===== src/rtl/servo_move_sequencer.sv =====
// servo_move_sequencer
// Plays buffered {direction, duration_ms} commands into the servo controller.
// Each command gets one useServo strobe on entry to RUN and is held for
// duration_ms * TICKS_PER_MS cycles. When the queue drains the sequencer
// returns the robot to stop (000) with a final strobe.
//
// state | meaning
// ------+-------------------------------------------------------------
// INIT  | first cycle after reset release; issues the stop strobe
// IDLE  | queue empty, direction held at stop; pops when a command lands
// LOAD  | popped command latched; zero-length commands skip RUN
// RUN   | holding direction, counting ticks and milliseconds
// DONE  | hold expired, done pulse; chain to next command or stop
module servo_move_sequencer #(
  parameter int TICKS_PER_MS = 50000,
  parameter int FIFO_DEPTH   = 4,
  parameter int DUR_W        = 16
) (
  input  logic             clk,
  input  logic             reset,
  input  logic             cmd_valid,
  output logic             cmd_ready,
  input  logic [2:0]       cmd_dir,
  input  logic [DUR_W-1:0] cmd_ms,
  input  logic             abort,
  output logic [2:0]       direction,
  output logic             useServo,
  output logic             busy,
  output logic             done
);

  localparam int ADDR_W = $clog2(FIFO_DEPTH);
  localparam int TICK_W = (TICKS_PER_MS > 1) ? $clog2(TICKS_PER_MS) : 1;
  localparam logic [TICK_W-1:0] TICK_LAST = TICK_W'(TICKS_PER_MS - 1);

  typedef enum logic [2:0] {
    ST_INIT,
    ST_IDLE,
    ST_LOAD,
    ST_RUN,
    ST_DONE
  } state_t;

  state_t            r_state;
  logic [2:0]        r_direction;
  logic              r_use_servo;
  logic              r_done;
  logic [2:0]        r_cur_dir;
  logic [DUR_W-1:0]  r_ms_left;
  logic [TICK_W-1:0] r_tick;

  logic [2:0]        r_mem_dir [FIFO_DEPTH];
  logic [DUR_W-1:0]  r_mem_ms  [FIFO_DEPTH];
  logic [ADDR_W:0]   r_wr_ptr;
  logic [ADDR_W:0]   r_rd_ptr;

  logic              w_empty;
  logic              w_full;
  logic              w_push;
  logic              w_pop;
  logic              w_flush;
  logic [2:0]        w_dir_clean;
  logic [2:0]        w_head_dir;
  logic [DUR_W-1:0]  w_head_ms;

  assign w_empty   = (r_wr_ptr == r_rd_ptr);
  assign w_full    = (r_wr_ptr[ADDR_W] != r_rd_ptr[ADDR_W]) &&
                     (r_wr_ptr[ADDR_W-1:0] == r_rd_ptr[ADDR_W-1:0]);
  // Ready ignores a same-cycle pop so it never depends on FSM decisions.
  assign cmd_ready = !w_full && !abort;
  assign w_push    = cmd_valid && cmd_ready;
  assign w_flush   = abort && (r_state != ST_INIT);
  assign w_pop     = !abort && !w_empty &&
                     ((r_state == ST_IDLE) || (r_state == ST_DONE));

  // Unknown direction codes are stored as stop.
  assign w_dir_clean = (cmd_dir > 3'd4) ? 3'd0 : cmd_dir;
  assign w_head_dir  = r_mem_dir[r_rd_ptr[ADDR_W-1:0]];
  assign w_head_ms   = r_mem_ms[r_rd_ptr[ADDR_W-1:0]];

  // INIT is excluded so busy reads 0 straight out of reset.
  assign busy      = ((r_state != ST_IDLE) && (r_state != ST_INIT)) || !w_empty;
  assign direction = r_direction;
  assign useServo  = r_use_servo;
  assign done      = r_done;

  // Command storage; data needs no reset since pointers qualify it.
  always_ff @(posedge clk) begin
    if (w_push) begin
      r_mem_dir[r_wr_ptr[ADDR_W-1:0]] <= w_dir_clean;
      r_mem_ms[r_wr_ptr[ADDR_W-1:0]]  <= cmd_ms;
    end
  end

  // FIFO pointers; a flush snaps the read pointer onto the write pointer.
  always_ff @(posedge clk or posedge reset) begin
    if (reset) begin
      r_wr_ptr <= '0;
      r_rd_ptr <= '0;
    end else if (w_flush) begin
      r_rd_ptr <= r_wr_ptr;
    end else begin
      if (w_push) r_wr_ptr <= r_wr_ptr + 1'b1;
      if (w_pop)  r_rd_ptr <= r_rd_ptr + 1'b1;
    end
  end

  // Sequencer FSM with registered direction/strobe/done outputs.
  always_ff @(posedge clk or posedge reset) begin
    if (reset) begin
      r_state     <= ST_INIT;
      r_direction <= 3'd0;
      r_use_servo <= 1'b0;
      r_done      <= 1'b0;
      r_cur_dir   <= 3'd0;
      r_ms_left   <= '0;
      r_tick      <= '0;
    end else begin
      r_use_servo <= 1'b0;
      r_done      <= 1'b0;
      if (w_flush) begin
        r_state     <= ST_IDLE;
        r_direction <= 3'd0;
        r_use_servo <= 1'b1;
        r_ms_left   <= '0;
        r_tick      <= '0;
      end else begin
        case (r_state)
          ST_INIT: begin
            r_direction <= 3'd0;
            r_use_servo <= 1'b1;
            r_state     <= ST_IDLE;
          end
          ST_IDLE: begin
            r_direction <= 3'd0;
            if (w_pop) begin
              r_cur_dir <= w_head_dir;
              r_ms_left <= w_head_ms;
              r_state   <= ST_LOAD;
            end
          end
          ST_LOAD: begin
            r_tick <= '0;
            if (r_ms_left == '0) begin
              r_done  <= 1'b1;
              r_state <= ST_DONE;
            end else begin
              r_direction <= r_cur_dir;
              r_use_servo <= 1'b1;
              r_state     <= ST_RUN;
            end
          end
          ST_RUN: begin
            if (r_tick == TICK_LAST) begin
              r_tick    <= '0;
              r_ms_left <= r_ms_left - 1'b1;
              if (r_ms_left == DUR_W'(1)) begin
                r_done  <= 1'b1;
                r_state <= ST_DONE;
              end
            end else begin
              r_tick <= r_tick + 1'b1;
            end
          end
          ST_DONE: begin
            if (w_pop) begin
              r_cur_dir <= w_head_dir;
              r_ms_left <= w_head_ms;
              r_state   <= ST_LOAD;
            end else begin
              r_direction <= 3'd0;
              r_use_servo <= 1'b1;
              r_state     <= ST_IDLE;
            end
          end
          default: r_state <= ST_IDLE;
        endcase
      end
    end
  end

endmodule


===== config.mk =====
export PLATFORM = sky130hd
export DESIGN_NAME = servo_move_sequencer
export DESIGN_NICKNAME = d
export VERILOG_FILES = /design/src/rtl/servo_move_sequencer.sv
export SDC_FILE = /design/constraint.sdc
export NUM_CORES = 1
export LEC_CHECK = 0
export BUFFER_PORTS_ARGS = -buffer_cell sky130_fd_sc_hd__buf_2
export CAP_MARGIN = 20
export CORE_MARGIN = 2
export CORE_UTILIZATION = 60
export CTS_BUF_LIST = sky130_fd_sc_hd__clkbuf_2 sky130_fd_sc_hd__clkbuf_4 sky130_fd_sc_hd__clkbuf_8
export DETAILED_ROUTE_END_ITERATION = 7
export GPL_TIMING_DRIVEN = 0
export PLACE_DENSITY = 0.78
export SYNTH_ARGS = -nofsm -noshare
export SYNTH_HDL_FRONTEND = slang
export SYNTH_SLANG_ARGS = --single-unit

===== constraint.sdc =====
create_clock -name clk -period 3.45 [get_ports clk]
set_clock_uncertainty 0.05 [all_clocks]
set_input_delay 0.5175 -clock clk [delete_from_list [all_inputs] [get_ports clk]]
set_output_delay 0.5175 -clock clk [all_outputs]
set_load 0.05 [all_outputs]

Word-level counts from Yosys, hierarchy flattened
Memory sizes are Yosys's and may differ from the RTL's. A register that Yosys moved wholly into a read port is not among the register bits.
Index checks and enable logic that the tools add are counted.
- register bits: 46
- RAM bits: 76
- output and inout port bits: 7
- logic and storage cells: 90
- memories kept: 2
- memories (name ; words ; width ; rd ports ; clocked after memory_dff ; write ports ; RTL line ; RTL):
    r_mem_ms ; 4 ; 16 ; 1 ; 0 ; 1 ; 53 ; logic [DUR_W-1:0] r_mem_ms [FIFO_DEPTH];
    r_mem_dir ; 4 ; 3 ; 1 ; 1 ; 1 ; 52 ; logic [2:0] r_mem_dir [FIFO_DEPTH];
- add/sub/neg operators: 4
- $lt $le $gt $ge: 1
- equal/unequal tests: 16
- multiplexer cells: 32
- bitwise logic cells: 1
- reduce and logical (&&, ||, !) cells: 26
- operators by type and width (kind ; count):
    two-way mux 16 bit ; 5
    one-hot mux 16 bit (2 select lines) ; 2
    two-way mux 3 bit ; 11
    adder 16 x 1 -> 16 bit, second input constant ; 1
    == test 16 x 1 -> 1 bit, second input constant ; 1
    == test 16 bit, second input constant ; 1
    logical NOT 16 bit ; 1
    subtractor 16 x 1 -> 16 bit, second input constant ; 1
    inequality test 3 bit, second input constant ; 5
    one-hot mux 3 bit (4 select lines) ; 1
    AND reduction 3 bit ; 4
    two-way mux 1 bit ; 9
    one-hot mux 3 bit (3 select lines) ; 1
    nonzero test 3 bit ; 3
    logical AND 1 bit ; 7
    adder 3 x 1 -> 3 bit, second input constant ; 2
    == test 3 x 2 -> 1 bit, second input constant ; 2
    inequality test 3 x 1 -> 1 bit, second input constant ; 2
    nonzero test 4 bit ; 1
    OR reduction 2 bit ; 2
    == test 3 x 1 -> 1 bit, second input constant ; 1
    == test 3 bit ; 1
    == test 3 bit, second input constant ; 1
    > comparator 3 bit, second input constant ; 1
    11 further kinds ; 14

Depth between registers and ports, before layout
Gate-level depths: netlist of run 1.
- depth after elaboration: 7
- mapped depth: 8
- depth with buffers taken out: 6

Worst setup path after synthesis of run 1
No wires, ideal clock.
- kind: input-to-reg
- start point: input port abort
- end point: memory r_mem_dir[3][0], enable pin
- library setup time: 0.379 ns
- data arrival time: 2.370 ns
- slack: 0.652 ns
- stages: 3
- buffers on the path: 1
- cells stage by stage: clkbuf_1 a31oi_1 and3_1
- word-level cells in the longest chain between the ends: 5
- RTL lines (element ; RTL line ; RTL):
    start, declared ; 25 ; input logic abort,
    logical NOT 1 bit ; 70 ; assign cmd_ready = !w_full && !abort;
    logical AND 1 bit ; 70 ;
    named net cmd_ready ; 22 ; output logic cmd_ready,
    logical AND 1 bit ; 71 ; assign w_push = cmd_valid && cmd_ready;
    two-way mux 1 bit ; 89 ; if (w_push) begin
    two-way mux 1 bit (implied by the code) ; 90 ; r_mem_dir[r_wr_ptr[ADDR_W-1:0]] <= w_dir_clean;
    end, declared ; 52 ;
The timed path passes the listed nets, and every way through them passes these cells.

Final worst setup path of run 1
- start point: register r_tick[10]
- end point: register r_tick[5]
- word-level cells in the longest chain between the ends: 4
- RTL lines (element ; RTL line ; RTL):
    start, declared ; 50 ; logic [TICK_W-1:0] r_tick;
    start signal, assigned ; 162 ; r_tick <= r_tick + 1'b1;
    == test 16 bit ; 154 ; if (r_tick == TICK_LAST) begin
    two-way mux 16 bit ; 154 ;
    one-hot mux 16 bit (2 select lines) ; 128 ; case (r_state)
    two-way mux 16 bit ; 121 ; if (w_flush) begin
No other way between the ends.
A chain may end at the register's enable or synchronous reset.

==> metrics.cfg, run 1 <==
[outcome]
outcome=completed

[synthesis]
synth_area_um2=5638
synth_top_family_by_area=simple AND/OR/NAND/NOR gates
muxShareOfSynthArea=0.09099
ys_seq_elements=125
seq_area_frac_synth=0.6223
synth_nets=453
ys_async_sr_fraction=0.3920
synthSimpleGateAreaFrac=0.1127
synthDistinctLibCells=56
avgSynthCellArea_um2=13.39
synth-xor-area-share=0.02952
synthFlopType=edfxtp_1
synth_compound_area_frac=0.09787
synth_top_cell_by_area=edfxtp_1
synth_warnings=0
synth_top_area_frac=0.4048
synth_edf_count=76
netlist_instances=421
synth_fa_ha_area_frac=0.01997
synthTopCellsByArea=edfxtp_1, dfrtp_1, mux4_2

[cells_and_area]
final_cell_mix=edfxtp_1, dfrtp_1, nor2_1
fin_cells=596
multi_input_area_um2=1979
num_antenna_cells=0
final-seq-area_um2=3508
layout-drive-gt1-share=0.1876
layout.nets=504
area_growth_pct=12.27
filler_cell_count=647
mostFrequentLayoutCell=edfxtp_1

[floorplanning]
fp.dieW_um=100.9
rows=35
fp.coreArea_um2=9196
die_area_um2=10190
ioPinCount=30
die_h_um=100.9
initial_core_util=0.6131

[worst_setup_path]
path_class=flop to flop
crit_path_end_kind=flop
path_cells=or4b_1 -> or4_4 -> and2_4 -> buf_6 -> nor2_1 -> clkbuf_1 -> nor2_1
cp_slowest_cell=or4_4
cp_max_fo=10
arrival_ps=2870
start_kind=flop
slowest_delay_ps=530
worst_path_most_repeated_cell=nor2_1
worstPathRequired_ps=3700

[global_routing]
grt.total_usage=0.2426
grt_pass1_wl_mm=18.34
overflow=0
grt_start_max_net_pins=35
antenna_found_initial=0
grt_pass1_vias=3673

[timing]
grt_setup_unrepaired=false
final-setup-viol-count=0
layout_min_cycle_time_ps=2618
relSlewSlack=0.2787
slew_violations=0
fin_crit_sh=0.7589
worstMarginPinSlew_ps=1082
hold_violations=0
fmax_ghz=0.3820
setup_tns_ps=0

[clock_network]
cts_root_buffer=clkbuf_8
tritoncts=yes
clock_path_buffers=2
htree_levels=4
post_cts_resized=0
cts.sinks=125
cts_buffers=17
clock_latency_ps=430
clkSlewWorstSetupHoldPaths_ps=70

[route]
postRouteAntennaNets=0
firstDrtPassIters=6
via_per_inst=6.116
post_drt_wl_per_cell_um=18.55
dr_total_vias=3645
dr.first_iter.drc_count=313
wl_mm=11.05
drc_errors=0

[placed_design]
place_hpwl_mm=7.541
globalplace.congestion=0.8700
place_inst=562
io_buffers=29

[run]
cap_viol_max_count=0

[power_and_ir_drop]
leakagePower_nw=2.383
irDropWorstVdd_uv=494.8
p_per_area_nw_per_um2=810.5

[worst_hold_path]
hold_class=input pin to flop

==> registers in the layout, summed over array words and instances (netlist names) <==
| signal | cells |
|---|---|
| r_ms_left | 16 |
| r_mem_ms | 64 |
| r_cur_dir | 3 |
| done | 1 |
| r_wr_ptr | 3 |
| direction | 3 |
| r_rd_ptr | 3 |
| r_mem_dir | 12 |
| r_tick | 16 |
| r_state | 3 |
| useServo | 1 |
==> critical path, delay by kind of cell, from the launching register on <==
family,cells,cell delay [ps]
and+or+nand+nor,5,1510
buffers and inverters,2,500
DFF,1,430
==> per-stage QoR <==
| stage | area, um2 | utilization | power (mW) | hold WS, ps | worst slack, ps |
|---|---|---|---|---|---|
| after global routing | 6330 | 0.6883 | 5.447 | 221.1 | 679.3 |
| final | 6330 | 0.6883 | 5.130 | 246.5 | 831.9 |
| after detailed placement | 5942 | 0.6461 | 3.961 | 448.3 | 700.2 |
| after global placement | 5922 | 0.6439 | 3.892 | 420.6 | 710.8 |
| after floorplan | 5638 | - | 3.470 | 406.4 | 651.6 |
| after CTS | 6317 | 0.6869 | 5.131 | 222.7 | 786.6 |
==> power by group <==
part           internal (mW)  switching, mW
clock network          0.587          0.589
registers               1.86          0.168
logic                  0.762           1.17
==> cells in the mapped netlist, drive strengths merged (2+ instances only) <==
master  instances
edfxtp         76
dfrtp          49
nor2           31
nand2          22
o21ai          22
mux4           19
a21oi          17
inv            16
clkbuf         14
xnor2          12
o31ai          11
nand3          10
nor3           10
nor4           10
ha              9
xor2            7
buf             6
o31a            6
or3             6
and3            5
nor2b           5
and2            4
mux2            4
mux2i           4
nand4           4
o21a            4
a211o           3
nand2b          3
nor3b           3
o22ai           3
a211oi          2
a22oi           2
a31oi           2
o32a            2
==> final timing paths <==
path                                   start              to  slack (ps)  cells after the start
worst min-delay path               cmd_ms[9]  r_mem_ms[0][9]         250                      1
worst min register to register  r_cur_dir[2]    r_cur_dir[2]         460                      1
worst max register to register    r_tick[10]       r_tick[5]         830                      7
worst max-delay path              r_tick[10]       r_tick[5]         830                      7
max in group asynchronous              reset     r_wr_ptr[0]        2300                      4
min in group asynchronous              reset   r_ms_left[10]         550                      3
==> metal layers <==
layer  vias to the layer above  part of all wire  global-route usage
met5                         -                 0                   0
li1                       1700                 -                   -
met4                         0             0.012             0.07069
met1                      1798              0.44              0.3253
met2                       129              0.49              0.3872
met3                        18             0.061             0.07559
==> repair_timing <==
action | 4_1_cts | 5_1_grt
buffers inserted | 0 | 0
hold endpoints to repair | 15 | 0
hold buffers | 1 | 0
==> cell type report <==
cell class	count	share of cell area
well taps	111	0.02194
inverters	16	0.009488
clock buffers	19	0.03934
plain buffers	20	0.01423
flip-flops and latches	125	0.5543
repair buffers	32	0.02965
multi-input cells	260	0.3127
clock inverters	13	0.01838
==> kinds of logic after synthesis <==
kind of cell	Yosys count
xor+xnor	19
fa+ha+maj	9
flops	125
simple gates	121
compound gates	84
buf+inv	36
mux	27
Power figures use the tool's default switching activity.
==> run 2, diff against run 1 <==
==> constraint.sdc (replaced) <==
create_clock -name clk -period 2.7 [get_ports clk]
set_clock_uncertainty 0.05 [all_clocks]
set_input_delay 0.405 -clock clk [delete_from_list [all_inputs] [get_ports clk]]
set_output_delay 0.405 -clock clk [all_outputs]
set_load 0.05 [all_outputs]
==> run 2 against run 1 <==
Worst setup slack worse by 750 ps. Core utilization up 0.61 points. Routed wire length down 1.7%. Sequential share of layout area down 0.49 points. Maximum frequency down 0.15%. Design area up 0.89%. Register-to-register slack worse by 750 ps. First-iteration DRC count down 26%. Non-clock buffer count up 2. Sequential power up 28%. Via count up 0.80%. Global-route usage about the same. Critical endpoint is now r_ms_left[5]. Largest power group unchanged.
==> metrics.cfg, run 2 (synthesized netlist as in run 1, its figures left out) <==
[outcome]
outcome=completed

[route]
dr.first_iter.drc_count=231  ; -26%
wl_mm=10.86  ; -1.7%
post_drt_wl_per_cell_um=18.16  ; -2.1%
via_per_inst=6.144  ; +0.46%
drc_errors=0  ; unchanged
dr_total_vias=3674  ; +0.80%
firstDrtPassIters=5  ; -1
postRouteAntennaNets=0  ; unchanged

[timing]
relSlewSlack=0.2817  ; +0.003058
fin_ws_ps=78.02  ; -753.9 ps
final-setup-viol-count=0  ; unchanged
grt_setup_unrepaired=false
hold_ws_ps=123.9  ; -122.6 ps
hold_violations=0  ; unchanged
fin_crit_sh=0.9711  ; +0.2122
worstMarginPinSlew_ps=1077  ; -4.588 ps
fmax_ghz=0.3814  ; -0.15%
slew_violations=0  ; unchanged
layout_min_cycle_time_ps=2622  ; +3.873 ps

[power_and_ir_drop]
leakagePower_nw=2.391  ; +0.31%
p_per_area_nw_per_um2=1034  ; +28%
irDropWorstVdd_uv=769.9  ; +56%

[cells_and_area]
layout.nets=506  ; +0.40%
num_antenna_cells=0  ; unchanged
layout-drive-gt1-share=0.1992  ; +0.01155
largest_register_ffs=64  ; unchanged
mostFrequentLayoutCell=edfxtp_1
area_growth_pct=13.27
final_util=0.6944  ; +0.006123
final_cell_mix=edfxtp_1, dfrtp_1, nor2_1

[clock_network]
clock_latency_ps=440  ; about the same
cts_root_buffer=clkbuf_8
cts_buffers=17  ; unchanged
clock_path_buffers=2  ; unchanged
cts.sinks=125  ; unchanged
tritoncts=yes
clkSlewWorstSetupHoldPaths_ps=80  ; about the same
htree_levels=4  ; unchanged

[worst_setup_path]
arrival_ps=2930  ; +60 ps
rrSetupSlack_ps=80  ; -750 ps
path_class=flop to flop
worstPathRequired_ps=3000  ; -700 ps
start_kind=flop
crit_path_end_kind=flop
cp_max_fo=10  ; unchanged
r2r_end=r_ms_left[5]
regToRegStartpoint=r_tick[13]
reg2reg_depth=7  ; unchanged

[worst_hold_path]
whs_endpoint=r_mem_ms[1][6]
holdPathStages=1  ; unchanged
hold_start=cmd_ms[6]
hold_class=input pin to flop

[floorplanning]
rows=35  ; unchanged
die_h_um=100.9  ; unchanged
ioPinCount=30  ; unchanged
initial_core_util=0.6131  ; unchanged
die_area_um2=10190  ; unchanged
fp.coreArea_um2=9196  ; unchanged
fp.dieW_um=100.9  ; unchanged

[placed_design]
dp_slack_ps=-20.86  ; -721.1 ps
globalplace.congestion=0.8856  ; +1.8%
io_buffers=29  ; unchanged
place_hpwl_mm=7.416  ; -1.7%

[global_routing]
antenna_found_initial=0  ; unchanged
grt_pass1_vias=3746  ; +2.0%
grtUsageMet1=0.3306  ; +0.005325
grt.total_usage=0.2423  ; -0.0002881
met2_usage=0.3754  ; -0.01179
grt_pass1_wl_mm=18.56  ; +1.2%
grt_start_max_net_pins=31  ; -11%
overflow=0  ; unchanged
grt_use_met3=0.07004  ; -0.005548
grt.busiest_layer=met2

[run]
cap_viol_max_count=0  ; unchanged

[run 2: worst max-delay path by stage]
| stage | startpoint | end | depth (start not counted) | slack, ps |
|---|---|---|---|---|
| 3_5_place_dp | abort | r_tick[11] | 7 | -20 |
| 3_3_place_gp | abort | r_tick[11] | 7 | 60 |
| 4_1_cts | r_tick[10] | r_tick[14] | 7 | 30 |
| 5_1_grt | r_tick[13] | r_ms_left[5] | 7 | 20 |
| 6_report | r_tick[13] | r_ms_left[5] | 7 | 80 |
| 2_1_floorplan | r_tick[10] | r_ms_left[5] | 7 | 220 |
[run 2: final cells by class]
class | count | area, um2
sequential | 125 | 3508
fill | 641 | 2810
multi-input combinational | 260 | 2002
clock buffer | 17 | 234.0
timing repair buffer | 34 | 214.0
tap | 111 | 138.9
clock inverter | 15 | 136.4
buffer | 20 | 92.59
inverter | 16 | 60.06
[run 2: per-layer routing]
layer | share of wire | vias up
met1 | 0.45 | 1801
met5 | 0 | -
met4 | 0.014 | 0
met3 | 0.056 | 18
li1 | - | 1722
met2 | 0.48 | 133
[run 2: through the flow]
stage	instance area [um2]	cells	TNS (ps)	power (mW)
after floorplan	5644	421	0	4.444
after global placement	5928	561	0	4.975
after detailed placement	5948	562	-20.86	5.068
after CTS	6329	595	0	6.576
after global routing	6386	598	0	7.016
final	6386	598	0	6.602
[run 2: timing repair]
item,in CTS,in global routing
endpoints found under the hold margin,19,0
setup buffers,0,1
hold buffers,1,0
setup endpoints to repair,0,20
gates resized for setup,0,7
[run 2: critical path: stages (launching register included)]
cell	delay, ps
dfrtp_1	400
or4b_1	520
or4_4	530
and2_4	170
buf_6	120
or3_4	400
buf_6	160
o22ai_1	180
[run 2: power by group]
group	switching, mW	leakage, nW	internal, mW
sequential	0.211	1.34	2.37
clock	0.775	0.188	0.738
combinational	1.51	0.867	1.00
total	2.49	2.39	4.11
==> run 3, diff against run 2 <==
--- a/config.mk
+++ b/config.mk
@@ -8,11 +8,11 @@
 export BUFFER_PORTS_ARGS = -buffer_cell sky130_fd_sc_hd__buf_2
 export CAP_MARGIN = 20
 export CORE_MARGIN = 2
-export CORE_UTILIZATION = 60
+export CORE_UTILIZATION = 63
 export CTS_BUF_LIST = sky130_fd_sc_hd__clkbuf_2 sky130_fd_sc_hd__clkbuf_4 sky130_fd_sc_hd__clkbuf_8
 export DETAILED_ROUTE_END_ITERATION = 7
 export GPL_TIMING_DRIVEN = 0
-export PLACE_DENSITY = 0.78
+export PLACE_DENSITY = 0.82
 export SYNTH_ARGS = -nofsm -noshare
 export SYNTH_HDL_FRONTEND = slang
 export SYNTH_SLANG_ARGS = --single-unit
==> run 3 against run 2 <==
Global-route usage up 0.63 points. Cell count down 0.67%. Maximum frequency down 0.23%. Design area down 0.51%. Combinational power about the same. Clock power about the same. Die area down 4.6%. Worst setup slack worse by 6.0 ps. Sequential cell count unchanged. Sequential share of layout area up 0.28 points. Via count up 1.1%. Critical endpoint unchanged. Largest cell class unchanged.
==> metrics.cfg, run 3 (synthesized netlist as in run 1, its figures left out) <==
[route]
dr.first_iter.drc_count=334  ; +45%
dr_total_vias=3714  ; +1.1%
firstDrtPassIters=5  ; unchanged
wl_mm=11.35  ; +4.5%
postRouteAntennaNets=0  ; unchanged
post_drt_wl_per_cell_um=19.10  ; +5.2%
drc_errors=0  ; unchanged
via_per_inst=6.253  ; +1.8%

[worst_setup_path]
regToRegStartpoint=r_tick[13]
start_kind=flop
cp-startpoint=r_tick[13]
path_class=flop to flop
arrival_ps=2930  ; about the same
rrSetupSlack_ps=70  ; about the same
endpoint=r_ms_left[5]
worstPathRequired_ps=3000  ; about the same
cp_max_fo=10  ; unchanged
crit_path_end_kind=flop
reg2reg_depth=7  ; unchanged
r2r_end=r_ms_left[5]

[timing]
final-setup-viol-count=0  ; unchanged
worstMarginPinSlew_ps=1057  ; -20.11 ps
fin_crit_sh=0.9733  ; +0.002216
fmax_ghz=0.3805  ; -0.23%
setup_tns_ps=0  ; unchanged
grt_setup_unrepaired=false
relSlewSlack=0.2951  ; +0.01341
hold_violations=0  ; unchanged
slew_violations=0  ; unchanged
layout_min_cycle_time_ps=2628  ; +5.983 ps

[power_and_ir_drop]
power_frac_comb=0.383  ; +0.003
leakagePower_nw=2.386  ; -0.20%
sw_frac_of_total=0.3898  ; +0.01213
total_power_mw=6.594  ; -0.12%
switching_power_mw=2.570  ; +3.1%
p_clk_frac=0.224  ; -0.005
p_per_area_nw_per_um2=1038  ; +0.40%
p_seq_frac=0.392  ; about the same
irDropWorstVdd_uv=578.0  ; -25%
p_int_mw=4.024  ; -2.1%

[global_routing]
overflow=0  ; unchanged
grt_pass1_wl_mm=18.35  ; -1.2%
antenna_found_initial=0  ; unchanged
grt_start_max_net_pins=30  ; -3.2%
grt.total_usage=0.2485  ; +0.006256
grt_pass1_vias=3721  ; -0.67%

[clock_network]
htree_levels=4  ; unchanged
cts_buffers=17  ; unchanged
tritoncts=yes
cts.sinks=125  ; unchanged
clock_path_buffers=2  ; unchanged
clkSlewWorstSetupHoldPaths_ps=80  ; about the same
cts_root_buffer=clkbuf_8
clock_latency_ps=440  ; about the same

[placed_design]
globalplace.congestion=0.9082  ; +2.6%
place_hpwl_mm=7.650  ; +3.1%
place_inst=559  ; -0.53%
placed_area_um2=5944  ; about the same
io_buffers=29  ; unchanged

[cells_and_area]
filler_cell_count=561  ; -12%
final_util=0.7286  ; +0.03413
final_cell_area_um2=6354  ; -0.51%
largest_register_ffs=64  ; unchanged
num_antenna_cells=0  ; unchanged
layout-drive-gt1-share=0.1975  ; -0.001648
area_growth_pct=12.69
fin_cells=594  ; -0.67%
layout.nets=505  ; -0.20%
final_cell_mix=edfxtp_1, dfrtp_1, nor2_1
mostFrequentLayoutCell=edfxtp_1

[floorplanning]
fp.dieW_um=98.60  ; -2.3%
fp.coreArea_um2=8721  ; -5.2%
die_h_um=98.60  ; -2.3%
die_area_um2=9722  ; -4.6%
initial_core_util=0.6465  ; +0.03342
ioPinCount=30  ; unchanged
rows=34  ; -2.9%

[run]
cap_viol_max_count=0  ; unchanged

[worst_hold_path]
hold_start=cmd_ms[14]
hold_class=input pin to flop

[outcome]
outcome=completed

==> run 3: area by class of cell <==
class / count / area [um2] / share of cell area
Tap cell: 108 / 135.1 / 0.02127
Clock inverter: 15 / 121.4 / 0.01910
Buffer: 20 / 92.59 / 0.01457
Timing Repair Buffer: 33 / 210.2 / 0.03308
Sequential cell: 125 / 3508 / 0.5522
Multi-Input combinational cell: 260 / 1992 / 0.3135
Clock buffer: 17 / 234.0 / 0.03683
Inverter: 16 / 60.06 / 0.009453
==> run 3: worst max-delay path, cell delays in order (launching register included) <==
cell and delay, ps:
dfrtp_1 400, or4b_1 520, or4_4 530, and2_4 180, buf_6 120, or3_4 410
buf_6 160, o22ai_1 170
==> run 3: worst min path at each step <==
stage	to	slack (ps)	cells past startpoint
2_1_floorplan	r_ms_left[10]	410	2
3_3_place_gp	r_ms_left[10]	430	2
3_5_place_dp	r_ms_left[6]	400	2
4_1_cts	r_mem_ms[0][5]	110	1
5_1_grt	r_mem_ms[2][0]	110	1
6_report	r_mem_ms[0][14]	120	1
==> run 3: per-stage QoR <==
stage,hold slack [ps],setup WS (ps)
after global placement,427.5,7.288
after floorplan,406.4,224.3
after global routing,108.6,6.955
after detailed placement,402.8,-43.61
final,122.3,72.04
after CTS,107.5,14.99
==> run 3: what timing repair did <==
action,4_1_cts,5_1_grt
endpoints found under the hold margin,20,0
setup buffers,0,1
endpoints found under the setup margin,0,17
hold buffers,1,0
resized for setup,0,5
==> run 3: metal layers <==
metal,global-route usage,vias up,share of wire
met2,0.4066,155,0.49
met5,0,-,0
met1,0.3345,1826,0.42
li1,-,1712,-
met4,0.08430,0,0.016
met3,0.05745,21,0.068
==> run 3: power by group through the flow <==
stage | clock, mW | combinational, mW | sequential (mW)
finish | 1.48 | 2.53 | 2.59
global route | 1.58 | 2.73 | 2.62
CTS | 1.50 | 2.49 | 2.58
detailed placement | 0 | 2.47 | 2.62
global placement | 0 | 2.37 | 2.59
floorplan | 0 | 1.85 | 2.60
